[src/rtl/nibble_serial_tx.sv]
// Serial transmitter: start bit, DATA_W data bits LSB first, stop bit,
// each bit held CLKS_PER_BIT clocks. Strobe-in, busy/done-out handshake.
module nibble_serial_tx #(
   parameter int unsigned DATA_W       = 4,
   parameter int unsigned CLKS_PER_BIT = 2
) (
   input  logic              clc,
   input  logic              Res,
   input  logic              S,
   input  logic [DATA_W-1:0] Y,
   output logic              tx,
   output logic              busy,
   output logic              done
);

   localparam int unsigned CNT_W = (CLKS_PER_BIT > 1) ? $clog2(CLKS_PER_BIT) : 1;
   localparam int unsigned BIT_W = (DATA_W > 1) ? $clog2(DATA_W) : 1;

   localparam logic [1:0] IDLE  = 2'd0;
   localparam logic [1:0] START = 2'd1;
   localparam logic [1:0] DATA  = 2'd2;
   localparam logic [1:0] STOP  = 2'd3;

   logic [1:0]        state, state_nx;
   logic [CNT_W-1:0]  cnt, cnt_nx;
   logic [BIT_W-1:0]  bit_idx, bit_idx_nx;
   logic [DATA_W-1:0] shift, shift_nx;
   logic              tx_nx, busy_nx, done_nx;
   logic              bit_end;

   assign bit_end = (cnt == CNT_W'(CLKS_PER_BIT - 1));

   // Next-state and next-output logic; outputs are only ever driven from flops.
   always_comb begin
      state_nx   = state;
      cnt_nx     = cnt;
      bit_idx_nx = bit_idx;
      shift_nx   = shift;
      tx_nx      = tx;
      busy_nx    = busy;
      done_nx    = 1'b0;
      case (state)
         IDLE: begin
            tx_nx   = 1'b1;
            busy_nx = 1'b0;
            cnt_nx  = '0;
            if (S) begin
               state_nx   = START;
               shift_nx   = Y;
               bit_idx_nx = '0;
               tx_nx      = 1'b0;
               busy_nx    = 1'b1;
            end
         end
         START: begin
            if (bit_end) begin
               state_nx   = DATA;
               cnt_nx     = '0;
               bit_idx_nx = '0;
               tx_nx      = shift[0];
            end else begin
               cnt_nx = cnt + CNT_W'(1);
            end
         end
         DATA: begin
            if (bit_end) begin
               cnt_nx = '0;
               if (bit_idx == BIT_W'(DATA_W - 1)) begin
                  state_nx = STOP;
                  tx_nx    = 1'b1;
               end else begin
                  // shift[0] always holds the bit currently on the line
                  shift_nx   = shift >> 1;
                  tx_nx      = shift_nx[0];
                  bit_idx_nx = bit_idx + BIT_W'(1);
               end
            end else begin
               cnt_nx = cnt + CNT_W'(1);
            end
         end
         STOP: begin
            if (bit_end) begin
               state_nx = IDLE;
               cnt_nx   = '0;
               tx_nx    = 1'b1;
               busy_nx  = 1'b0;
               done_nx  = 1'b1;
            end else begin
               cnt_nx = cnt + CNT_W'(1);
            end
         end
         default: begin
            state_nx = IDLE;
            cnt_nx   = '0;
            tx_nx    = 1'b1;
            busy_nx  = 1'b0;
         end
      endcase
   end

   // State and output registers; reset aborts any frame in progress.
   always_ff @(posedge clc) begin
      if (!Res) begin
         state   <= IDLE;
         cnt     <= '0;
         bit_idx <= '0;
         shift   <= '0;
         tx      <= 1'b1;
         busy    <= 1'b0;
         done    <= 1'b0;
      end else begin
         state   <= state_nx;
         cnt     <= cnt_nx;
         bit_idx <= bit_idx_nx;
         shift   <= shift_nx;
         tx      <= tx_nx;
         busy    <= busy_nx;
         done    <= done_nx;
      end
   end

endmodule

[config.mk]
export PLATFORM = sky130hd
export DESIGN_NAME = nibble_serial_tx
export DESIGN_NICKNAME = d
export VERILOG_FILES = /design/src/rtl/nibble_serial_tx.sv
export SDC_FILE = /design/constraint.sdc
export NUM_CORES = 1
export LEC_CHECK = 0
export BUFFER_PORTS_ARGS = -buffer_cell sky130_fd_sc_hd__buf_2
export CAP_MARGIN = 20
export CELL_PAD_IN_SITES_DETAIL_PLACEMENT = 0
export CELL_PAD_IN_SITES_GLOBAL_PLACEMENT = 1
export CORE_ASPECT_RATIO = 0.9
export CORE_MARGIN = 2
export CORE_UTILIZATION = 38
export CTS_BUF_LIST = sky130_fd_sc_hd__clkbuf_8 sky130_fd_sc_hd__clkbuf_16
export DETAILED_ROUTE_END_ITERATION = 6
export PLACE_DENSITY_LB_ADDON = 0.1
export RECOVER_POWER = 25
export SYNTH_ARGS = -nofsm -noshare
export SYNTH_HDL_FRONTEND = slang
export SYNTH_SLANG_ARGS = --single-unit
[constraint.sdc]
create_clock -name clc -period 3.91 [get_ports clc]
set_input_delay 0.782 -clock clc [delete_from_list [all_inputs] [get_ports clc]]
set_output_delay 0.782 -clock clc [all_outputs]
set_load 0.02 [all_outputs]
==> results of run 1 <==
cells by family (layout without fill, tap and decap cells):
| kind of cell | count (synthesis) | after routing | synth area share, % |
|---|---|---|---|
| and+or+nand+nor | 26 | 26 | 19.0 |
| DFF | 12 | 12 | 34.7 |
| AOI/OAI and AO/OA | 11 | 11 | 15.0 |
| muxes | 11 | 11 | 16.5 |
| buffers and inverters | 7 | 18 | 3.98 |
| adders and majority gates | 6 | 6 | 10.8 |
metal layers:
layer  part of all wire [%]  up-vias  GRT usage [%]
met1                     53      233           15.9
met3                    3.6        2           5.41
li1                       -      276              -
met2                     43        7           19.2
met5                      0        -              0
met4                   0.73        0           5.14
final cells by class:
cell class | instances | share of cell area, %
well taps | 24 | 3.70
clock buffers | 4 | 6.78
inverters | 5 | 2.31
multi-input cells | 54 | 52.2
flip-flops and latches | 12 | 29.6
repair buffers | 9 | 5.39
where the power goes:
part           internal [uW]  switching [uW]  total, uW
Clock                   88.9            45.2        134
Sequential               159            27.7        187
Combinational            139             152        291
Total                    387             225        612
cell usage in the layout (no fill, tap or decap), drive strengths merged, types with 2 or more instances in the layout:
cell	instances
nand2	12
dfxtp	12
mux2i	8
buf	8
ha	6
inv	5
clkbuf	5
nor2	3
mux2	3
nand3b	2
nor2b	2
nor3	2
a211oi	2
o21ai	2
cell usage after synthesis, drive strengths merged:
cell type / n / area, um2
a2111oi: 1 / 27.5
a211oi: 2 / 15.0
a21oi: 1 / 5.00
a221o: 1 / 10.0
a22oi: 1 / 7.51
a2bb2oi: 1 / 8.76
and3: 1 / 6.26
and3b: 1 / 8.76
buf: 1 / 5.00
clkbuf: 1 / 3.75
dfxtp: 12 / 240
ha: 6 / 75.1
inv: 5 / 18.8
mux2: 3 / 33.8
mux2i: 8 / 80.1
nand2: 12 / 45.0
nand2b: 1 / 6.26
nand3: 1 / 5.00
nand3b: 2 / 15.0
nor2: 3 / 11.3
nor2b: 2 / 12.5
nor3: 2 / 10.0
o211ai: 1 / 7.51
o21ai: 2 / 13.8
o221ai: 1 / 8.76
or3: 1 / 11.3
registers in the layout, indices dropped and copies added, names as in the netlist:
register / count
done: 1
bit_idx: 2
bit_end: 1
busy: 1
tx: 1
shift: 4
state: 2
stage by stage:
step                cell area, um2  cells  setup WS, ns  utilization [%]
finish                         812    108          2.25             47.8
floorplan                      692     73          2.34                -
detailed placement             758    104          2.25             44.6
global route                   812    108          2.12             47.8
global placement               758    104          2.29             44.6
CTS                            813    108          2.24             47.9
worst register-to-register path, cell delays in order (launching register included):
cell,delay (ns)
dfxtp_1,0.40
inv_1,0.08
ha_1,0.23
or3_4,0.41
a2111oi_4,0.34
a211oi_1,0.08
worst paths after layout:
path / slack [ns] / cells after the start / from / to
worst max-delay path: 2.25 / 5 / state[1] / state[0]
worst min-delay path: 0.46 / 2 / shift[2] / shift[2]
worst max register to register: 2.25 / 5 / state[1] / state[0]
worst min register to register: 0.46 / 2 / shift[2] / shift[2]
==> qor.csv, run 1 <==
metric,value,unit
Max VDD drop,0.000344,V
CP peak stage delay,0.41,ns
clk buf depth,2,
WP data required,4.02,ns
CTS H-tree lvls,1,
critical path class,reg -> reg,
Power per Cell Area,754,nW/um2
RSZ-0062 raised after global routing,no,
MaxCap Viol Count,0,
worst hold slack,0.461,ns
Synth warnings,0,
Yosys reg bits,12,
Worst-Margin Slew,0.615,ns
Slew Limit Headroom,59.0,%
CTS root buffer,clkbuf_8,
gr usage total,12.6,%
Unique masters post-synth,27,
Fmax,601,MHz
# diodes,0,
syn nets,86,
CTS tree,yes,
Worst-path clk slew,0.05,ns
Initial Util,40.7,%
crit-path leading delay family,compound AO/OA/AOI/OAI gates,
hold_buf cts,0,
"Data arrival, critical path",1.77,ns
layout cell share with drive strength beyond 1,21.4,%
Site Rows,14,
Critical Path Slowest Stage Cell,or3_4,
Crit path buffers/inverters,1,
Post-CTS Setup Inserts,0,
"Seq/Total Area, Yosys",34.7,%
wire length per cell,11.4,um
Filler cells,169,
Hold WC Path Type,reg -> reg,
drt drc,0,
final setup TNS,0,ns
final WL,1230,um
Final HPWL DP,898,um
status,completed,
Final min period,1.66,ns
area of the multi-input gates,424,um2
Vias,518,
TritonCTS Buffers,3,
drt via density,4.80,
first-pass GRT wire length,2070,um
largest net degree at the start of global routing,17,
# resized after CTS,0,
CP Cell Sequence,"inv_1, ha_1, or3_4, a2111oi_4, a211oi_1",
Syn Inst Count,73,
First-pass DRT Iterations,2,
# setup viols final,0,
DR iter-0 viols,2,
Design Power,612,uW
gr ovfl total,0,
type of element capturing the critical path,flip-flop,
period utilisation layout,42.5,%
nets@finish,98,
static leakage,0.000357,uW
syn avg cell area,9.48,um2
mapped cell area,692,um2
"Hold Vio Cnt, Final",0,
antenna-violating nets left,0,
clk sinks,12,
initial antenna violation count,0,
area grow syn2layout,17.4,%
Setup Skew,0.00204,ns
die area,2180,um2
total core area,1700,um2
Max Slew Vio Count,0,
die width,49.0,um
die height,44.5,um
IO Port Bufs,9,
number of global-route vias before repair,456,
maximum fanout along the worst path,5,
register area,240,um2
Top Ports,10,
CP startpoint kind,flip-flop,
routability cong.,0.700,
worst skew pair latency,0.24,ns
(Power assumes the default switching activity.)
==> run 2, diff against run 1 <==
Settings changed: CORE_UTILIZATION 38 to 37.
Clock period 3.91 ns to 1.4 ns, I/O delays scaled along.
==> qor.csv, run 2 (synthesis gave the netlist of run 1 again) <==
metric,value,unit,change
Site Rows,14,,unchanged
die width,49.6,um,+1.2%
type of element capturing the critical path,flip-flop,,
worst skew pair latency,0.24,ns,about the same
"commonest cells after routing, fill and taps aside","nand2_1, dfxtp_1, mux2i_1, buf_2, buf_4",,
fin util,54.4,%,+6.7 points
clk sinks,12,,unchanged
CTS tree,yes,,
CP startpoint kind,flip-flop,,
CTS root buffer,clkbuf_8,,
crit-path leading delay family,simple AND/OR/NAND/NOR gates,,
die height,45.0,um,+1.2%
"Hold Vio Cnt, Final",0,,unchanged
wire length per cell,12.3,um,+7.9%
area grow syn2layout,35.1,%,
Power per Cell Area,2110,nW/um2,+180%
min-delay src,Y[3],,
gr usage total,14.0,%,+1.4 points
final instance area,935,um2,+15%
antenna-violating nets left,0,,unchanged
Vias,567,,+9.5%
Reg2Reg Depth,5,,unchanged
clk buf depth,2,,unchanged
Final HPWL DP,978,um,+8.9%
# diodes,0,,unchanged
largest register by flop count,shift,,
"commonest non-fill, non-tap cell in the layout",nand2_1,,
drt via density,4.93,,+2.8%
Top Ports,10,,unchanged
routability cong.,0.767,,+9.6%
IO Port Bufs,9,,unchanged
worst r2r dst,state[0],,
static leakage,0.000393,uW,+10%
critical path class,reg -> reg,,
WP data required,1.52,ns,-2.50 ns
first-pass GRT wire length,2320,um,+12%
MaxCap Viol Count,0,,unchanged
First-pass DRT Iterations,3,,+1
nets@finish,105,,+7.1%
Largest regs,"shift: 4 flops, bit_idx: 2 flops, state: 2 flops",,
gr ovfl total,0,,unchanged
maximum fanout along the worst path,4,,-1
hold path cells,3,,+1
Critical Path Slowest Stage Cell,or3_4,,
layout cell share with drive strength beyond 1,41.8,%,+20 points
number of global-route vias before repair,540,,+18%
# setup viols final,4,,+4
CP Cell Sequence,"inv_4, ha_4, or3_4, a2111oi_4, a211oi_1",,
Hold WC Path Type,in -> reg,,
final WL,1420,um,+15%
largest net degree at the start of global routing,17,,unchanged
status,"complete, but fails checks",,
CP peak stage delay,0.40,ns,about the same
period utilisation layout,107,%,+64 points
Worst-path clk slew,0.05,ns,about the same
register-to-register setup slack,-0.09,ns,-2.34 ns
max reg flops,4,,unchanged
RSZ-0062 raised after global routing,yes,,
Final WS setup,-0.0923,ns,-2.34 ns
Worst-Margin Slew,0.326,ns,-0.289 ns
Initial Util,40.3,%,-0.42 points
end of the worst hold path,shift[3],,
CTS H-tree lvls,1,,unchanged
TritonCTS Buffers,3,,unchanged
total core area,1720,um2,+1.0%
Final min period,1.49,ns,-0.170 ns
hold_buf cts,0,,unchanged
Fmax,670,MHz,+11%
Design Power,1970,uW,+220%
die area,2230,um2,+2.5%
Max VDD drop,0.00112,V,+230%
failing checks,setup timing,,
Max Slew Vio Count,0,,unchanged
Crit path buffers/inverters,1,,unchanged
placed cell area,826,um2,+8.9%
initial antenna violation count,0,,unchanged
dpl ws,-0.0719,ns,-2.32 ns
drt drc,0,,unchanged
DR iter-0 viols,7,,+5
"Data arrival, critical path",1.61,ns,-0.16 ns
Setup Skew,0.00344,ns,+0.00140 ns
final setup TNS,-0.184,ns,-0.184 ns
reg2reg start,state[0],,
Slew Limit Headroom,78.2,%,+19 points
-- run 2: power by group --
part	internal [uW]	leakage, uW	switching (uW)
Clock	248	0.0000288	129
Combinational	542	0.000264	496
Sequential	457	0.0000998	100
Total	1250	0.000393	726
-- run 2: stage by stage --
step | hold slack [ns] | cells
after floorplan | 0.429 | 73
after global placement | 0.442 | 110
after detailed placement | 0.452 | 110
after CTS | 0.310 | 114
after global routing | 0.308 | 115
final | 0.312 | 115
-- run 2: tightest hold or removal path, stage by stage --
cell and delay, ns:
buf_2 0.10, nand3b_1 0.07, mux2i_1 0.06
-- run 2: how the worst max path moves through the flow --
stage | start | end | slack, ns | depth (start not counted)
final | state[0] | state[0] | -0.09 | 5
after global routing | state[0] | state[0] | -0.14 | 5
after CTS | state[1] | state[0] | -0.07 | 5
after detailed placement | state[1] | state[0] | -0.07 | 5
after global placement | state[0] | state[0] | -0.08 | 5
after floorplan | state[0] | state[0] | -0.01 | 5
-- run 2: layout make-up --
cell class	count	area, um2
Fill cell	170	782
Tap cell	24	30.0
Timing Repair Buffer	16	100
Inverter	5	21.3
Sequential cell	12	248
Multi-Input combinational cell	54	480
Clock buffer	4	55.1
-- run 2: repair_timing --
item / in CTS / in global routing
gates resized for setup: 5 / 7
endpoints found under the hold margin: 0 / 0
endpoints found under the setup margin: 9 / 9
setup buffers: 0 / 1
pin swaps: 1 / 4
-- run 2: metal layers --
| metal | global-route usage [%] | vias up | wire length [um] |
|---|---|---|---|
| met5 | 0 | - | 0 |
| met4 | 3.33 | 0 | 0 |
| met3 | 5.96 | 0 | 72 |
| met2 | 22.4 | 11 | 631 |
| met1 | 17.7 | 260 | 711 |
| li1 | - | 296 | - |
